--- src/rtl/id_branch_predict_pkg.sv ---
// Shared decode constants, counter encodings and immediate extraction for the ID branch predictor.
// Latency/backpressure: none (definitions only).
package id_branch_predict_pkg;

  localparam logic [6:0] OPC_BRANCH = 7'b1100011;
  localparam logic [6:0] OPC_JAL    = 7'b1101111;

  typedef enum logic [1:0] {
    SNT = 2'b00,
    WNT = 2'b01,
    WT  = 2'b10,
    ST  = 2'b11
  } bht_cnt_e;

  function automatic logic [31:0] b_imm(input logic [31:0] inst);
    return {{20{inst[31]}}, inst[7], inst[30:25], inst[11:8], 1'b0};
  endfunction

  function automatic logic [31:0] j_imm(input logic [31:0] inst);
    return {{12{inst[31]}}, inst[19:12], inst[20], inst[30:21], 1'b0};
  endfunction

  function automatic logic [1:0] sat_update(input logic [1:0] cnt, input logic taken);
    logic [1:0] nxt;
    nxt = cnt;
    if (taken && cnt != ST)
      nxt = cnt + 2'd1;
    else if (!taken && cnt != SNT)
      nxt = cnt - 2'd1;
    return nxt;
  endfunction

endpackage

--- src/rtl/id_branch_predict_bht_counter_table.sv ---
// Array of 2-bit saturating counters: combinational read, write lands at the clock edge (no bypass).
// Backpressure: none; the caller gates wr_en.
module id_branch_predict_bht_counter_table
  import id_branch_predict_pkg::*;
#(
  parameter int          ENTRIES = 64,
  parameter logic [1:0]  INIT    = 2'b01,
  localparam int         IDX_W   = $clog2(ENTRIES)
) (
  input  logic             clk,
  input  logic             rst_n,
  input  logic [IDX_W-1:0] rd_idx,
  output logic [1:0]       rd_cnt,
  input  logic             wr_en,
  input  logic [IDX_W-1:0] wr_idx,
  input  logic             wr_taken
);

  logic [1:0] cnt_q [ENTRIES];
  logic [1:0] cnt_d [ENTRIES];

  always_comb begin
    cnt_d = cnt_q;
    if (wr_en)
      cnt_d[wr_idx] = sat_update(cnt_q[wr_idx], wr_taken);
  end

  always_ff @(posedge clk or negedge rst_n) begin
    if (!rst_n) begin
      for (int i = 0; i < ENTRIES; i++)
        cnt_q[i] <= INIT;
    end else begin
      cnt_q <= cnt_d;
    end
  end

  assign rd_cnt = cnt_q[rd_idx];

endmodule

--- src/rtl/id_branch_predict.sv ---
// ID-stage branch predictor/target generator; prediction reaches EX one cycle later via pred_q, mispredict is combinational.
// Backpressure: id_stall/ex_stall hold pred_q and training; optional BP_STATS_EN adds event counters.
module id_branch_predict
  import id_branch_predict_pkg::*;
#(
  parameter int         BHT_ENTRIES = 64,
  parameter logic [1:0] BHT_INIT    = 2'b01
) (
  input  logic        clk,
  input  logic        rst_n,
  input  logic        id_stall,
  input  logic        ex_stall,
  input  logic [31:0] id_pc,
  input  logic [31:0] id_inst,
  input  logic        id_valid,
  output logic [31:0] id_target,
  output logic        id_target_taken,
  input  logic        ex_is_branch,
  input  logic        ex_br_taken,
  input  logic [31:0] ex_pc,
  input  logic [31:0] ex_br_target,
  output logic        ex_br_mispred,
  output logic [31:0] ex_redirect_pc
`ifdef BP_STATS_EN
  ,
  output logic [31:0] stat_branches,
  output logic [31:0] stat_mispred,
  output logic [31:0] stat_jal
`endif
);

  localparam int IDX_W = $clog2(BHT_ENTRIES);

  logic [6:0] opcode;
  logic       is_br;
  logic       is_jal;
  logic [1:0] bht_rd_cnt;
  logic       pred_taken;
  logic       train_en;
  logic       pred_q;
  logic       pred_d;

  assign opcode = id_inst[6:0];
  assign is_br  = (opcode == OPC_BRANCH);
  assign is_jal = (opcode == OPC_JAL);

  id_branch_predict_bht_counter_table #(
    .ENTRIES (BHT_ENTRIES),
    .INIT    (BHT_INIT)
  ) u_bht (
    .clk      (clk),
    .rst_n    (rst_n),
    .rd_idx   (id_pc[IDX_W+1:2]),
    .rd_cnt   (bht_rd_cnt),
    .wr_en    (train_en),
    .wr_idx   (ex_pc[IDX_W+1:2]),
    .wr_taken (ex_br_taken)
  );

  always_comb begin
    id_target  = id_pc + 32'd4;
    pred_taken = 1'b0;
    if (is_br) begin
      id_target  = id_pc + b_imm(id_inst);
      pred_taken = bht_rd_cnt[1];
    end else if (is_jal) begin
      id_target  = id_pc + j_imm(id_inst);
      pred_taken = 1'b1;
    end
  end

  // The older EX redirect flushes ID, so it suppresses the ID redirect.
  assign id_target_taken = id_valid & pred_taken & ~ex_br_mispred;
  assign ex_br_mispred   = ex_is_branch & (ex_br_taken != pred_q);
  assign ex_redirect_pc  = ex_br_taken ? ex_br_target : ex_pc + 32'd4;
  assign train_en        = ex_is_branch & ~ex_stall;

  always_comb begin
    pred_d = pred_q;
    if (ex_br_mispred && !ex_stall)
      pred_d = 1'b0;
    else if (!id_stall && !ex_stall)
      pred_d = id_valid & is_br & pred_taken;
  end

  always_ff @(posedge clk or negedge rst_n) begin
    if (!rst_n)
      pred_q <= 1'b0;
    else
      pred_q <= pred_d;
  end

`ifdef BP_STATS_EN
  logic [31:0] stat_branches_q, stat_branches_d;
  logic [31:0] stat_mispred_q,  stat_mispred_d;
  logic [31:0] stat_jal_q,      stat_jal_d;

  always_comb begin
    stat_branches_d = stat_branches_q;
    stat_mispred_d  = stat_mispred_q;
    stat_jal_d      = stat_jal_q;
    if (train_en)
      stat_branches_d = stat_branches_q + 32'd1;
    if (ex_br_mispred && !ex_stall)
      stat_mispred_d = stat_mispred_q + 32'd1;
    if (id_target_taken && is_jal && !id_stall && !ex_stall)
      stat_jal_d = stat_jal_q + 32'd1;
  end

  always_ff @(posedge clk or negedge rst_n) begin
    if (!rst_n) begin
      stat_branches_q <= '0;
      stat_mispred_q  <= '0;
      stat_jal_q      <= '0;
    end else begin
      stat_branches_q <= stat_branches_d;
      stat_mispred_q  <= stat_mispred_d;
      stat_jal_q      <= stat_jal_d;
    end
  end

  assign stat_branches = stat_branches_q;
  assign stat_mispred  = stat_mispred_q;
  assign stat_jal      = stat_jal_q;
`endif

endmodule

--- config.mk ---
export PLATFORM = sky130hd
export DESIGN_NAME = id_branch_predict
export DESIGN_NICKNAME = d
export VERILOG_FILES = /design/src/rtl/id_branch_predict_pkg.sv /design/src/rtl/id_branch_predict_bht_counter_table.sv /design/src/rtl/id_branch_predict.sv
export SDC_FILE = /design/constraint.sdc
export NUM_CORES = 1
export LEC_CHECK = 0
export ABC_AREA = 1
export CAP_MARGIN = 25
export CORE_MARGIN = 2
export CORE_UTILIZATION = 50
export DETAILED_ROUTE_END_ITERATION = 7
export HOLD_SLACK_MARGIN = 0.02
export PLACE_DENSITY_LB_ADDON = 0.2
export REMOVE_ABC_BUFFERS = 1
export SETUP_SLACK_MARGIN = 0.4
export SLEW_MARGIN = 20
export SYNTH_ARGS = -nofsm -noshare
export SYNTH_HDL_FRONTEND = slang
export SYNTH_SLANG_ARGS = --single-unit
--- constraint.sdc ---
create_clock -name clk -period 10.4 [get_ports clk]
set_input_delay 2.08 -clock clk [delete_from_list [all_inputs] [get_ports clk]]
set_output_delay 2.08 -clock clk [all_outputs]
set_load 0.02 [all_outputs]
=== Word level (Yosys, flattened, before mapping) ===
Index checks and enable logic that the tools add are counted.

* Add/sub/neg operators: 6
* Reductions and logical operators: 10
* $lt $le $gt $ge: 3
* Bitwise gates (word level): 10
* Multiplexer cells: 19
* Eq/ne operators: 4

{| class="wikitable"
|+ Operator list
! cell !! number
|-
| 128-bit bitwise mux || 1
|-
| 32-bit two-way mux || 3
|-
| 32-bit by 3-bit adder with 32-bit output, second input constant || 2
|-
| 32-bit adder || 2
|-
| 2-bit binary-select mux with 6-bit select || 2
|-
| 2-bit two-way mux || 8
|-
| 7-bit equality test, second input constant || 2
|-
| 7-bit greater-or-equal comparator, second input constant || 2
|-
| 6-bit NOT with 7-bit output || 2
|-
| 2-bit demux with 6-bit select || 1
|-
| 7-bit by 1-bit less-than comparator with 1-bit output, second input constant || 1
|-
| 1-bit bitwise AND || 6
|-
| 1-bit logical AND || 5
|-
| 1-bit two-way mux || 4
|-
| 2-bit nonzero test || 2
|-
| 1-bit logical NOT || 3
|-
| 2-bit by 1-bit adder with 2-bit output, second input constant || 1
|-
| 2-bit != test, second input constant || 1
|-
| 1-bit NOT || 2
|-
| 2-bit by 1-bit subtractor with 2-bit output, second input constant || 1
|-
| 1-bit != test || 1
|}

* Bits of input ports: 135
* Word-level logic and storage cells: 117
* Bits in registers: 129

=== Longest topological paths before layout ===
Gate-level depths: netlist (run 1).

* Depth in word-level cells: 10
* Depth in mapped cells: 23
* Mapped depth without buffers: 19

=== Hierarchy ===
A second synthesis (run 1) with hierarchy kept.

* Cell total of the unflattened synthesis: 2651
* Area, all modules: 14665.3 sq um

{| class="wikitable"
|+ By module, submodules not included
! module !! cells an instance !! area each (sq um) !! instances
|-
| id_branch_predict_bht_counter_table || 1368 || 8568.2 || 1
|-
| id_branch_predict || 1283 || 6097.1 || 1
|}

=== Worst setup path before layout (run 1) ===
Ideal clock, no wire load.

* Path kind: input to output
* Start point: in id_pc[2]
* End point: out id_target[13]
* Arrival time: 4688 ps
* Path slack: 3632 ps
* Stages: 13
* Required time: 8320 ps
* Path through: clkbuf_1 > clkinv_1 > clkbuf_1 > fa_1 > nand3b_1 > nand2_1 > inv_1 > o21ai_0 > nand2_1 > nand2_1 > xor2_1 > nor2_1 > o21ai_0

* Cells in the longest elaborated chain, start to end: 3
* Elaborated cells on any way between the ends: 5

{| class="wikitable"
|+ Ends and longest elaborated chain
! item !! RTL line !! source
|-
| from (decl) || id_branch_predict.sv:13 || <nowiki>input logic [31:0] id_pc,</nowiki>
|-
| 32-bit by 3-bit adder with 32-bit output / 32-bit adder (equally long branches) || id_branch_predict.sv:61, id_branch_predict.sv:67 ||
|-
| 32-bit two-way mux || id_branch_predict.sv:66 || <nowiki>end else if (is_jal) begin</nowiki>
|-
| 32-bit two-way mux (*) || id_branch_predict.sv:63 || <nowiki>if (is_br) begin</nowiki>
|-
| to (decl) || id_branch_predict.sv:16 || <nowiki>output logic [31:0] id_target,</nowiki>
|}

Every way passes the cells marked *; elsewhere a longest branch is shown, timed or not.

=== Worst setup path in the final report (run 1) ===
* Start point: in id_pc[2]
* End point: out id_target[15]

The elaborated chain is that of the path after synthesis.

==> results of run 1 <==
## sequential cells by signal, summed over array words and instances, names as in the netlist
name,flops
u_bht.cnt_q,128
pred_q,1
## cell usage in the layout, fill, tap and decap left out, types with 4 or more instances in the layout
| master | netlist | layout |
|---|---|---|
| sky130_fd_sc_hd__nand2_1 | 1026 | 1025 |
| sky130_fd_sc_hd__nand3_1 | 289 | 289 |
| sky130_fd_sc_hd__inv_1 | 240 | 240 |
| sky130_fd_sc_hd__clkdlybuf4s50_1 | 0 | 196 |
| sky130_fd_sc_hd__nor2_1 | 177 | 177 |
| sky130_fd_sc_hd__a21oi_1 | 100 | 100 |
| sky130_fd_sc_hd__o21ai_0 | 84 | 84 |
| sky130_fd_sc_hd__dfrtp_1 | 65 | 65 |
| sky130_fd_sc_hd__dfstp_2 | 64 | 64 |
| sky130_fd_sc_hd__nor3_1 | 52 | 52 |
| sky130_fd_sc_hd__ha_1 | 47 | 47 |
| sky130_fd_sc_hd__xor2_1 | 38 | 38 |
| sky130_fd_sc_hd__nand4_1 | 27 | 27 |
| sky130_fd_sc_hd__clkbuf_16 | 0 | 17 |
| sky130_fd_sc_hd__buf_4 | 11 | 16 |
| sky130_fd_sc_hd__xnor2_1 | 12 | 12 |
| sky130_fd_sc_hd__o21ai_1 | 9 | 9 |
| sky130_fd_sc_hd__o21bai_1 | 9 | 9 |
| sky130_fd_sc_hd__nor2_2 | 8 | 8 |
| sky130_fd_sc_hd__nor4_1 | 8 | 6 |
| sky130_fd_sc_hd__inv_2 | 5 | 5 |
| sky130_fd_sc_hd__inv_6 | 0 | 5 |
| sky130_fd_sc_hd__clkinv_1 | 4 | 4 |
| sky130_fd_sc_hd__nor3_2 | 4 | 4 |
| sky130_fd_sc_hd__or2_2 | 4 | 4 |
| sky130_fd_sc_hd__o21a_1 | 4 | 4 |
| sky130_fd_sc_hd__o211ai_1 | 4 | 4 |
## worst paths after layout
check                                 from               to  slack [ns]  depth (start not counted)
setup / recovery                  id_pc[2]    id_target[15]        1.33                         12
hold / removal             u_bht.cnt_q[34]  u_bht.cnt_q[34]        0.46                          2
setup reg to reg           u_bht.cnt_q[92]  u_bht.cnt_q[33]        7.08                         16
hold reg to reg            u_bht.cnt_q[34]  u_bht.cnt_q[34]        0.46                          2
max in group asynchronous            rst_n  u_bht.cnt_q[92]        7.48                          3
min in group asynchronous            rst_n  u_bht.cnt_q[61]        1.64                          1
## power by group through the flow
stage                     sequential [uW]  combinational (uW)  clock [uW]
after floorplan                       574                 308           0
after global placement                581                 548           0
after detailed placement              582                 551           0
after CTS                             574                 554         610
after global routing                  579                 618         626
final                                 576                 565         607
## per-stage QoR
stage                     setup slack [ns]  power, uW
after floorplan                      1.528      881.8
after global placement               1.634       1129
after detailed placement             1.527       1133
after CTS                            1.514       1739
after global routing                 1.142       1823
final                                1.328       1748
## cells by family (layout without fill, tap and decap cells)
family | Yosys count | in the layout | share of synthesized area, %
xor+xnor | 50 | 50 | 3.228
fa+ha+maj | 49 | 49 | 4.629
compound gates | 220 | 220 | 8.585
buf+inv | 330 | 495 | 10.03
simple gates | 1609 | 1609 | 49.14
flops | 129 | 129 | 24.38
## area by class of cell
class | instances | area, um2
fill | 2636 | 10510
clock buffer | 18 | 429.2
multi-input combinational | 1928 | 8921
clock inverter | 14 | 153.9
timing repair buffer | 214 | 2115
inverter | 249 | 934.6
tap | 341 | 426.7
sequential | 129 | 3308
## worst min-delay path, cell delays in order (launching register included)
cell and delay (ns):
sky130_fd_sc_hd__dfstp_2 0.37, sky130_fd_sc_hd__nand2_1 0.05, sky130_fd_sc_hd__nand2_1 0.04
## routing by layer
metal	vias up	GRT usage, %	wire [um]
met4	0	15.48	2182
met5	-	0	0
met1	7467	47.90	21230
met2	921	60.57	23880
met3	155	6.196	5268
li1	7936	-	-
==> impl_metrics.sql, run 1 <==
INSERT INTO impl_metrics (metric_group, metric, value, unit) VALUES
('global_route', 'grt_start_max_net_pins', '65', ''),
('timing', 'report.final.hold_viol_count', '0', ''),
('drt', 'drcViolationCount', '0', ''),
('drt', 'wl_per_cell', '18.17', 'um'),
('worst_setup_path', 'timing.critical_path.mode_cell', 'sky130_fd_sc_hd__o21ai_0', ''),
('worst_setup_path', 'maximum_fanout_encountered_on_the_critical_timing_path', '37', ''),
('synth', 'synth.area.top_cells', 'sky130_fd_sc_hd__nand2_1 (28%), sky130_fd_sc_hd__dfstp_2 (12%), sky130_fd_sc_hd__dfrtp_1 (12%)', ''),
('drt', 'via_per_inst', '5.696', ''),
('cts', 'max-clock-path-buffers', '2', ''),
('timing', 'tns', '0', 'ns'),
('synth', 'synth_top_cells_by_count', 'sky130_fd_sc_hd__nand2_1 (1,026), sky130_fd_sc_hd__nand3_1 (289), sky130_fd_sc_hd__inv_1 (240)', ''),
('synth', 'synth_top_cell_by_area', 'sky130_fd_sc_hd__nand2_1', ''),
('cts', 'cts_root_buffer', 'sky130_fd_sc_hd__clkbuf_16', ''),
('cts', 'clock_tree_from_tritoncts', 'yes', ''),
('global_route', 'grt_first_pass_wirelength', '83350', 'um'),
('flow_run', 'maxCapViolations', '0', ''),
('drt', 'routed-via-count', '16479', ''),
('layout', 'layout.nets', '2723', ''),
('timing', 'report.final.slew_viol_count', '0', ''),
('power_and_ir_drop', 'internal_power', '1103', 'uW'),
('cts', 'post-cts-setup-buffer-count', '0', ''),
('place', 'dp_cells', '2861', ''),
('drt', 'drtAntennaViolNets', '0', ''),
('synth', 'ys_dominant_reg_cell', 'sky130_fd_sc_hd__dfrtp_1', ''),
('worst_setup_path', 'crit_type', 'in2out', ''),
('place', 'buffer_ports.inserted', '198', ''),
('cts', 'cts.repair.resized', '0', ''),
('floorplan', 'die_x', '168.7', 'um'),
('power_and_ir_drop', 'power.clock.fraction', '34.7', '%'),
('timing', 'finalSetupViolCount', '0', ''),
('worst_setup_path', 'worstSetupStartpointType', 'input pin', ''),
('worst_setup_path', 'cp.arrival', '6.99', 'ns'),
('synth', 'synth_warnings', '0', ''),
('power_and_ir_drop', 'p_comb_share', '32.3', '%'),
('worst_setup_path', 'worst_path_largest_cell_delay', '0.69', 'ns'),
('cts', 'clock_insertion_delay_worst_skew', '0.43', 'ns'),
('timing', 'slew_headroom', '32.42', '%'),
('global_route', 'antenna_violations_before_repair', '0', ''),
('worst_setup_path', 'master_of_the_slowest_instance_on_the_critical_path', 'sky130_fd_sc_hd__clkdlybuf4s50_1', ''),
('synth', 'syn_inst', '2387', ''),
('power_and_ir_drop', 'netSwitchingFraction', '36.86', '%'),
('drt', 'route.final.wire_length', '52560', 'um'),
('synth', 'syn_area_per_cell', '5.684', 'um2'),
('floorplan', 'floorplan.die_area', '28470', 'um2'),
('synth', 'synth_most_common_cell', 'sky130_fd_sc_hd__nand2_1', ''),
('timing', 'max_slew.worst_pin.slew', '1.013', 'ns'),
('drt', 'dr.first_iter.drc_count', '1867', ''),
('layout', 'finish.utilization', '60.78', '%'),
('drt', 'detail_route.first_pass.iterations', '6', ''),
('layout', 'diodes', '0', ''),
('floorplan', 'site_rows', '60', ''),
('synth', 'synth_cell_type_count', '43', ''),
('place', 'finalWeightedCongestion', '1.030', ''),
('timing', 'period_share', '87.23', '%'),
('floorplan', 'ioPinCount', '201', ''),
('min_path', 'hold_path.class', 'reg2reg', ''),
('place', 'detailed_place_hpwl', '38700', 'um'),
('synth', 'postSynthRegisterBits', '129', ''),
('power_and_ir_drop', 'power_leakage', '0.007906', 'uW'),
('synth', 'async_flop_share', '100.0', '%'),
('cts', 'ctsHoldBuffers', '0', ''),
('timing', 'finalClockSkew', '0.01648', 'ns'),
('synth', 'number_of_synthesized_flops_with_an_enable_pin', '0', ''),
('timing', 'rsz_0062_raised_after_global_routing', 'no', ''),
('global_route', 'grt_pass1_vias', '15788', ''),
('floorplan', 'initial_utilization', '50.63', '%'),
('timing', 'max_clock_freq', '110.2', 'MHz'),
('worst_setup_path', 'timing.critical_path.required', '8.32', 'ns'),
('run_status', 'status', 'finished, final reports clean', ''),
('worst_setup_path', 'timing.critical_path.max_delay_family', 'buffers and inverters', ''),
('worst_setup_path', 'setup.worst_path.end_class', 'primary output', '');
Power figures use the tool's default switching activity.
==> inputs of run 2 (changes only) <==
--- a/config.mk
+++ b/config.mk
@@ -10,6 +10,7 @@
 export CORE_MARGIN = 2
 export CORE_UTILIZATION = 50
 export DETAILED_ROUTE_END_ITERATION = 7
+export GPL_ROUTABILITY_DRIVEN = 0
 export HOLD_SLACK_MARGIN = 0.02
 export PLACE_DENSITY_LB_ADDON = 0.2
 export REMOVE_ABC_BUFFERS = 1
==> constraint.sdc (replaced) <==
create_clock -name clk -period 10.4 [get_ports clk]
set_input_delay 2.08 -clock clk [delete_from_list [all_inputs] [get_ports clk]]
set_output_delay 2.08 -clock clk [all_outputs]
set_load 0.05 [all_outputs]
==> run 2 against run 1 <==
  * Routed wire length shrank 5.6%
  * Combinational power is 5.3% higher
  * Via count up 0.82%
  * Flip-flop and latch count is the same
  * Die area unchanged
  * Final cell count about the same
  * Register-to-register slack about the same
  * Highest routed layer unchanged
  * Clock skew is 0.0078 ns lower
  * Fmax up 8.1%
==> impl_metrics.sql, run 2 (same netlist as run 1, synthesis figures left out) <==
INSERT INTO impl_metrics (metric_group, metric, value, unit) VALUES
('drt', 'route.final.wire_length', '49610', 'um'),
('floorplan', 'die_x', '168.7', 'um'),
('min_path', 'hold_path.class', 'reg2reg', ''),
('floorplan', 'site_rows', '60', ''),
('layout', 'drive_gt1_share', '5.919', '%'),
('worst_setup_path', 'reg2reg_to', 'u_bht.cnt_q[69]', ''),
('global_route', 'globalRouteOverflowTotal', '0', ''),
('power_and_ir_drop', 'max-vdd-ir-drop', '0.0001080', 'V'),
('floorplan', 'floorplan.die_area', '28470', 'um2'),
('timing', 'max_slew.worst_pin.slew', '1.025', 'ns'),
('layout', 'finish.utilization', '60.78', '%'),
('worst_setup_path', 'cp.arrival', '6.31', 'ns'),
('layout', 'layout.cells.most_common', 'sky130_fd_sc_hd__nand2_1', ''),
('power_and_ir_drop', 'power_leakage', '0.007924', 'uW'),
('layout', 'biggest_register', 'u_bht.cnt_q', ''),
('timing', 'layout_min_cycle_time', '8.391', 'ns'),
('cts', 'clock_insertion_delay_worst_skew', '0.43', 'ns'),
('timing', 'slew_headroom', '31.59', '%'),
('cts', 'post-cts-setup-buffer-count', '0', ''),
('drt', 'drtAntennaViolNets', '0', ''),
('timing', 'finalSetupViolCount', '0', ''),
('global_route', 'grt_util_all_layers', '34.51', '%'),
('global_route', 'grt_first_pass_wirelength', '78970', 'um'),
('layout', 'final-seq-area', '3308', 'um2'),
('worst_setup_path', 'critical_path.n_buffers_inverters', '6', ''),
('run_status', 'status', 'finished, final reports clean', ''),
('cts', 'max-clock-path-buffers', '2', ''),
('power_and_ir_drop', 'power.clock.fraction', '35.3', '%'),
('drt', 'wl_per_cell', '17.15', 'um'),
('floorplan', 'initial_utilization', '50.63', '%'),
('timing', 'period_share', '80.69', '%'),
('power_and_ir_drop', 'netSwitchingFraction', '36.38', '%'),
('layout', 'layout-area-overhead-vs-synth', '20.06', '%'),
('floorplan', 'die_height', '168.7', 'um'),
('layout', 'layout.nets', '2722', ''),
('power_and_ir_drop', 'internal_power', '1152', 'uW'),
('min_path', 'worst_hold_stages', '2', ''),
('cts', 'cts.sink_count', '129', ''),
('min_path', 'hold_path.startpoint', 'u_bht.cnt_q[40]', ''),
('layout', 'diodes', '0', ''),
('worst_setup_path', 'reg2regPathDepth', '16', ''),
('cts', 'cts.repair.resized', '0', ''),
('cts', 'cts_root_buffer', 'sky130_fd_sc_hd__clkbuf_16', ''),
('power_and_ir_drop', 'power-per-cell-area', '111.2', 'nW/um2'),
('floorplan', 'ioPinCount', '201', ''),
('floorplan', 'design.core.area', '26800', 'um2'),
('drt', 'via_per_inst', '5.745', ''),
('worst_setup_path', 'master_of_the_slowest_instance_on_the_critical_path', 'sky130_fd_sc_hd__clkdlybuf4s50_1', ''),
('cts', 'clock_tree_from_tritoncts', 'yes', ''),
('worst_setup_path', 'timing.critical_path.required', '8.32', 'ns'),
('timing', 'max_clock_freq', '119.2', 'MHz'),
('worst_setup_path', 'setup.worst_path.end_class', 'primary output', ''),
('timing', 'finalClockSkew', '0.008712', 'ns'),
('power_and_ir_drop', 'p_comb_share', '32.9', '%'),
('worst_setup_path', 'crit_type', 'in2out', ''),
('drt', 'dr.first_iter.drc_count', '1867', ''),
('worst_setup_path', 'worstSetupStartpointType', 'input pin', ''),
('min_path', 'hold_end', 'u_bht.cnt_q[40]', ''),
('power_and_ir_drop', 'netSwitchingPower', '658.7', 'uW'),
('worst_setup_path', 'worst_path_largest_cell_delay', '0.88', 'ns'),
('timing', 'rsz_0062_raised_after_global_routing', 'no', ''),
('worst_setup_path', 'maximum_fanout_encountered_on_the_critical_timing_path', '37', ''),
('place', 'detailed_place_hpwl', '35430', 'um'),
('global_route', 'grt_start_max_net_pins', '81', ''),
('drt', 'detail_route.first_pass.iterations', '6', ''),
('place', 'buffer_ports.inserted', '198', ''),
('drt', 'drcViolationCount', '0', ''),
('worst_setup_path', 'reg2reg_slack', '7.07', 'ns'),
('timing', 'tns', '0', 'ns'),
('timing', 'report.final.slew_viol_count', '0', ''),
('worst_setup_path', 'crit_chain', 'clkdlybuf4s50_1 -> buf_4 -> clkinv_1 -> buf_4 -> fa_1 -> inv_1 -> nand2_1 -> o21ai_0 -> a21boi_0 -> xor2_1 -> o21ai_0 -> clkdlybuf4s50_1', ''),
('layout', 'biggestRegsByFlops', 'u_bht.cnt_q: 128 flops, pred_q: 1 flops', ''),
('layout', 'largest_reg_flops', '128', ''),
('cts', 'cts-buffers-inserted', '17', ''),
('layout', 'fillerInstances', '2583', ''),
('layout', 'layout.cells.most_common_list', 'sky130_fd_sc_hd__nand2_1 (1,025), sky130_fd_sc_hd__nand3_1 (289), sky130_fd_sc_hd__inv_1 (240), sky130_fd_sc_hd__clkdlybuf4s50_1 (186), sky130_fd_sc_hd__nor2_1 (177)', ''),
('timing', 'report.final.hold_viol_count', '0', ''),
('worst_setup_path', 'timing.critical_path.max_delay_family', 'buffers and inverters', ''),
('cts', 'ctsHoldBuffers', '0', ''),
('cts', 'cts_max_level', '4', ''),
('cts', 'cts.reportedPaths.clkPinSlew', '0.05', 'ns'),
('layout', 'multiInputGateArea', '8921', 'um2'),
('flow_run', 'maxCapViolations', '0', ''),
('worst_setup_path', 'r2r-start', 'u_bht.cnt_q[88]', ''),
('power_and_ir_drop', 'pwr-share-seq', '31.8', '%'),
('global_route', 'grt_pass1_vias', '15560', ''),
('global_route', 'antenna_violations_before_repair', '0', ''),
('drt', 'routed-via-count', '16614', '');
## run 2: cell types whose count changed in the layout (fill, tap and decap cells not counted), sizes merged
| cell | delta |
|---|---|
| clkdlybuf4s50 | -10 |
| buf | +9 |
| inv | -6 |
| clkbuf | +5 |
| bufinv | +1 |
| clkinv | -1 |
| clkinvlp | +1 |
## run 2: layer usage
layer | vias to the layer above | wire length (um) | track usage (%)
met2 | 948 | 22190 | 56.06
met5 | - | 0 | 0
met4 | 0 | 2652 | 18.67
li1 | 7922 | - | -
met3 | 187 | 4962 | 5.682
met1 | 7557 | 19810 | 44.02
## run 2: worst reg2reg max path, delay by kind of cell (launching register included)
family	cells	cell delay [ns]
adders and majority gates	1	0.20
buffers and inverters	2	0.56
AOI/OAI and AO/OA	3	0.40
and+or+nand+nor	10	1.57
DFF	1	0.53
## run 2: area by class of cell
class / instances / share of cell area, %
Clock buffer: 23 / 3.057
Clock inverter: 9 / 0.7835
Inverter: 249 / 5.738
Multi-Input combinational cell: 1928 / 54.77
Sequential cell: 129 / 20.31
Tap cell: 341 / 2.619
Timing Repair Buffer: 213 / 12.73
## run 2: through the flow
step | setup slack, ns | std cells | hold WS [ns] | total power, uW | area (um2)
after floorplan | 1.100 | 2306 | 0.4465 | 923.6 | 13140
after global placement | 2.306 | 2859 | 0.4548 | 1155 | 15650
after detailed placement | 2.156 | 2860 | 0.4557 | 1163 | 15660
after CTS | 2.134 | 2892 | 0.4659 | 1799 | 16290
after global routing | 1.937 | 2892 | 0.4761 | 1885 | 16290
final | 2.009 | 2892 | 0.4629 | 1811 | 16290
## run 2: how the worst max path moves through the flow
stage                     from           end  slack, ns  depth (start not counted)
finish                id_pc[2]  id_target[7]       2.01                         12
floorplan           id_inst[5]  id_target[9]       1.10                          8
detailed placement    id_pc[2]  id_target[7]       2.16                         12
CTS                   id_pc[2]  id_target[7]       2.13                         12
global placement      id_pc[2]  id_target[7]       2.31                         12
global route          id_pc[2]  id_target[7]       1.94                         12
## run 2: power by group through the flow
stage               clock (uW)  sequential, uW  combinational (uW)
finish                     639             576                 595
global route               658             579                 648
CTS                        640             575                 584
detailed placement           0             582                 581
global placement             0             582                 574
floorplan                    0             574                 350
==> inputs of run 3 (changes only) <==
==> constraint.sdc (replaced) <==
create_clock -name clk -period 8 [get_ports clk]
set_input_delay 1.6 -clock clk [delete_from_list [all_inputs] [get_ports clk]]
set_output_delay 1.6 -clock clk [all_outputs]
set_load 0.05 [all_outputs]
==> run 3 against run 2 <==
  * Sequential power up 30%
  * First-iteration DRC count up 2.8%
  * Largest cell class unchanged
  * Count of clock-buffer cells in the layout down 5
  * Sequential share of layout area down 0.20 points
  * Clock power up 30%
  * Total power up 31%
  * Combinational power up 33%
  * Largest power group unchanged
  * Final cell count unchanged
  * Critical path depth unchanged
  * Hold slack better by 0.0036 ns
==> impl_metrics.sql, run 3 (same netlist as run 1, synthesis figures left out) <==
INSERT INTO impl_metrics (metric_group, metric, value, unit) VALUES
('run_status', 'status', 'finished, final reports clean', ''),
('global_route', 'antenna_violations_before_repair', '0', ''),
('timing', 'layout_min_cycle_time', '6.908', 'ns'),
('layout', 'layout.cells.most_common', 'sky130_fd_sc_hd__nand2_1', ''),
('global_route', 'grt_pass1_vias', '15691', ''),
('min_path', 'worst_hold_stages', '2', ''),
('floorplan', 'initial_utilization', '50.63', '%'),
('timing', 'tns', '0', 'ns'),
('timing', 'post-route-worst-setup-slack', '1.092', 'ns'),
('drt', 'dr.first_iter.drc_count', '1919', ''),
('drt', 'drcViolationCount', '0', ''),
('floorplan', 'die_x', '168.7', 'um'),
('layout', 'drive_gt1_share', '6.233', '%'),
('cts', 'cts_root_buffer', 'sky130_fd_sc_hd__clkbuf_16', ''),
('cts', 'clock_tree_from_tritoncts', 'yes', ''),
('timing', 'report.final.hold_viol_count', '0', ''),
('cts', 'max-clock-path-buffers', '2', ''),
('place', 'buffer_ports.inserted', '198', ''),
('timing', 'max_slew.worst_pin.slew', '1.018', 'ns'),
('layout', 'diodes', '0', ''),
('timing', 'finalSetupViolCount', '0', ''),
('power_and_ir_drop', 'power_leakage', '0.007985', 'uW'),
('cts', 'cts.sink_count', '129', ''),
('power_and_ir_drop', 'netSwitchingPower', '860.5', 'uW'),
('global_route', 'grt_start_max_net_pins', '67', ''),
('timing', 'rsz_0062_raised_after_global_routing', 'no', ''),
('place', 'detailed_place_hpwl', '35860', 'um'),
('worst_setup_path', 'cp.arrival', '5.31', 'ns'),
('worst_setup_path', 'setup.worst_path.end_class', 'primary output', ''),
('layout', 'instances_no_fill', '2892', ''),
('drt', 'drtAntennaViolNets', '0', ''),
('power_and_ir_drop', 'p_comb_share', '33.3', '%'),
('cts', 'clock_insertion_delay_worst_skew', '0.43', 'ns'),
('power_and_ir_drop', 'power.clock.fraction', '35.1', '%'),
('drt', 'wl_per_cell', '17.29', 'um'),
('timing', 'report.final.slew_viol_count', '0', ''),
('global_route', 'grt_util_all_layers', '34.75', '%'),
('drt', 'route.final.wire_length', '50010', 'um'),
('cts', 'post-cts-setup-buffer-count', '0', ''),
('place', 'dp_cells', '2860', ''),
('floorplan', 'ioPinCount', '201', ''),
('timing', 'slew_headroom', '32.08', '%'),
('layout', 'layout.nets', '2722', ''),
('place', 'placement.setup.worst_slack', '1.232', 'ns'),
('layout', 'layout-area-overhead-vs-synth', '21.25', '%'),
('power_and_ir_drop', 'power-per-cell-area', '143.9', 'nW/um2'),
('worst_setup_path', 'reg2regPathDepth', '18', ''),
('drt', 'via_per_inst', '5.777', ''),
('layout', 'largest_reg_flops', '128', ''),
('layout', 'biggestRegsByFlops', 'u_bht.cnt_q: 128 flops, pred_q: 1 flops', ''),
('worst_setup_path', 'crit_type', 'in2out', ''),
('layout', 'finish.utilization', '61.38', '%'),
('power_and_ir_drop', 'pwr-share-seq', '31.6', '%'),
('timing', 'period_share', '86.35', '%'),
('worst_setup_path', 'timing.critical_path.required', '6.40', 'ns'),
('flow_run', 'maxCapViolations', '0', ''),
('worst_setup_path', 'worstSetupStartpointType', 'input pin', ''),
('cts', 'cts_max_level', '4', ''),
('cts', 'ctsHoldBuffers', '0', ''),
('drt', 'routed-via-count', '16708', ''),
('layout', 'biggest_register', 'u_bht.cnt_q', ''),
('global_route', 'globalRouteOverflowTotal', '0', ''),
('power_and_ir_drop', 'max-vdd-ir-drop', '0.0001548', 'V'),
('drt', 'detail_route.first_pass.iterations', '7', ''),
('timing', 'worst_hold_slack', '0.4666', 'ns'),
('timing', 'max_clock_freq', '144.8', 'MHz'),
('power_and_ir_drop', 'internal_power', '1506', 'uW'),
('cts', 'cts.reportedPaths.clkPinSlew', '0.06', 'ns'),
('power_and_ir_drop', 'netSwitchingFraction', '36.36', '%'),
('worst_setup_path', 'maximum_fanout_encountered_on_the_critical_timing_path', '12', ''),
('floorplan', 'site_rows', '60', ''),
('timing', 'finalClockSkew', '0.005833', 'ns'),
('floorplan', 'floorplan.die_area', '28470', 'um2'),
('cts', 'cts-buffers-inserted', '17', ''),
('global_route', 'grt_first_pass_wirelength', '79270', 'um'),
('cts', 'cts.repair.resized', '0', ''),
('min_path', 'hold_path.class', 'reg2reg', ''),
('floorplan', 'die_height', '168.7', 'um'),
('layout', 'layout.cells.most_common_list', 'sky130_fd_sc_hd__nand2_1 (1,025), sky130_fd_sc_hd__nand3_1 (289), sky130_fd_sc_hd__inv_1 (240), sky130_fd_sc_hd__clkdlybuf4s50_1 (179), sky130_fd_sc_hd__nor2_1 (177)', ''),
('floorplan', 'design.core.area', '26800', 'um2');
-- run 3: path summary, 6_finish.rpt --
kind | start | to | slack (ns)
max | id_pc[3] | id_target[22] | 1.09
max in group asynchronous | rst_n | u_bht.cnt_q[119] | 5.33
max reg2reg | u_bht.cnt_q[80] | u_bht.cnt_q[119] | 4.57
min reg2reg | u_bht.cnt_q[88] | u_bht.cnt_q[88] | 0.47
min | u_bht.cnt_q[88] | u_bht.cnt_q[88] | 0.47
min in group asynchronous | rst_n | u_bht.cnt_q[59] | 1.27
-- run 3: routing by layer --
layer  GRT usage (%)  part of all wire (%)  vias up
li1                -                     -     7922
met1           43.69                    39     7567
met2           57.18                    45     1007
met3           5.752                    10      212
met4           18.82                   5.5        0
met5               0                     0        -
-- run 3: critical path, cell delays in order --
cell and delay (ns):
sky130_fd_sc_hd__clkdlybuf4s50_1 0.99, sky130_fd_sc_hd__ha_1 0.37, sky130_fd_sc_hd__nand3_1 0.15, sky130_fd_sc_hd__nor2_1 0.38, sky130_fd_sc_hd__nand3_1 0.19, sky130_fd_sc_hd__nor3_1 0.29
sky130_fd_sc_hd__xor2_1 0.25, sky130_fd_sc_hd__nand2_1 0.08, sky130_fd_sc_hd__nand2_1 0.10, sky130_fd_sc_hd__nand2_1 0.05, sky130_fd_sc_hd__nand2_1 0.06, sky130_fd_sc_hd__clkdlybuf4s50_1 0.79
-- run 3: final cells by class --
type | count | area [um2]
fillers | 2578 | 10350
multi-input cells | 1928 | 8921
flip-flops and latches | 129 | 3308
repair buffers | 213 | 2232
inverters | 249 | 934.6
clock buffers | 18 | 439.2
well taps | 341 | 426.7
clock inverters | 14 | 188.9
-- run 3: stage by stage --
| step | area [um2] | total power, uW |
|---|---|---|
| after floorplan | 13140 | 1201 |
| after global placement | 15820 | 1514 |
| final | 16450 | 2367 |
| after global routing | 16450 | 2470 |
| after detailed placement | 15820 | 1524 |
| after CTS | 16450 | 2352 |
-- run 3: power by group through the flow --
stage	Sequential [uW]	Clock, uW	Combinational (uW)
floorplan	746	0	454
global placement	755	0	759
detailed placement	755	0	769
CTS	746	833	773
global route	752	863	854
finish	748	830	789
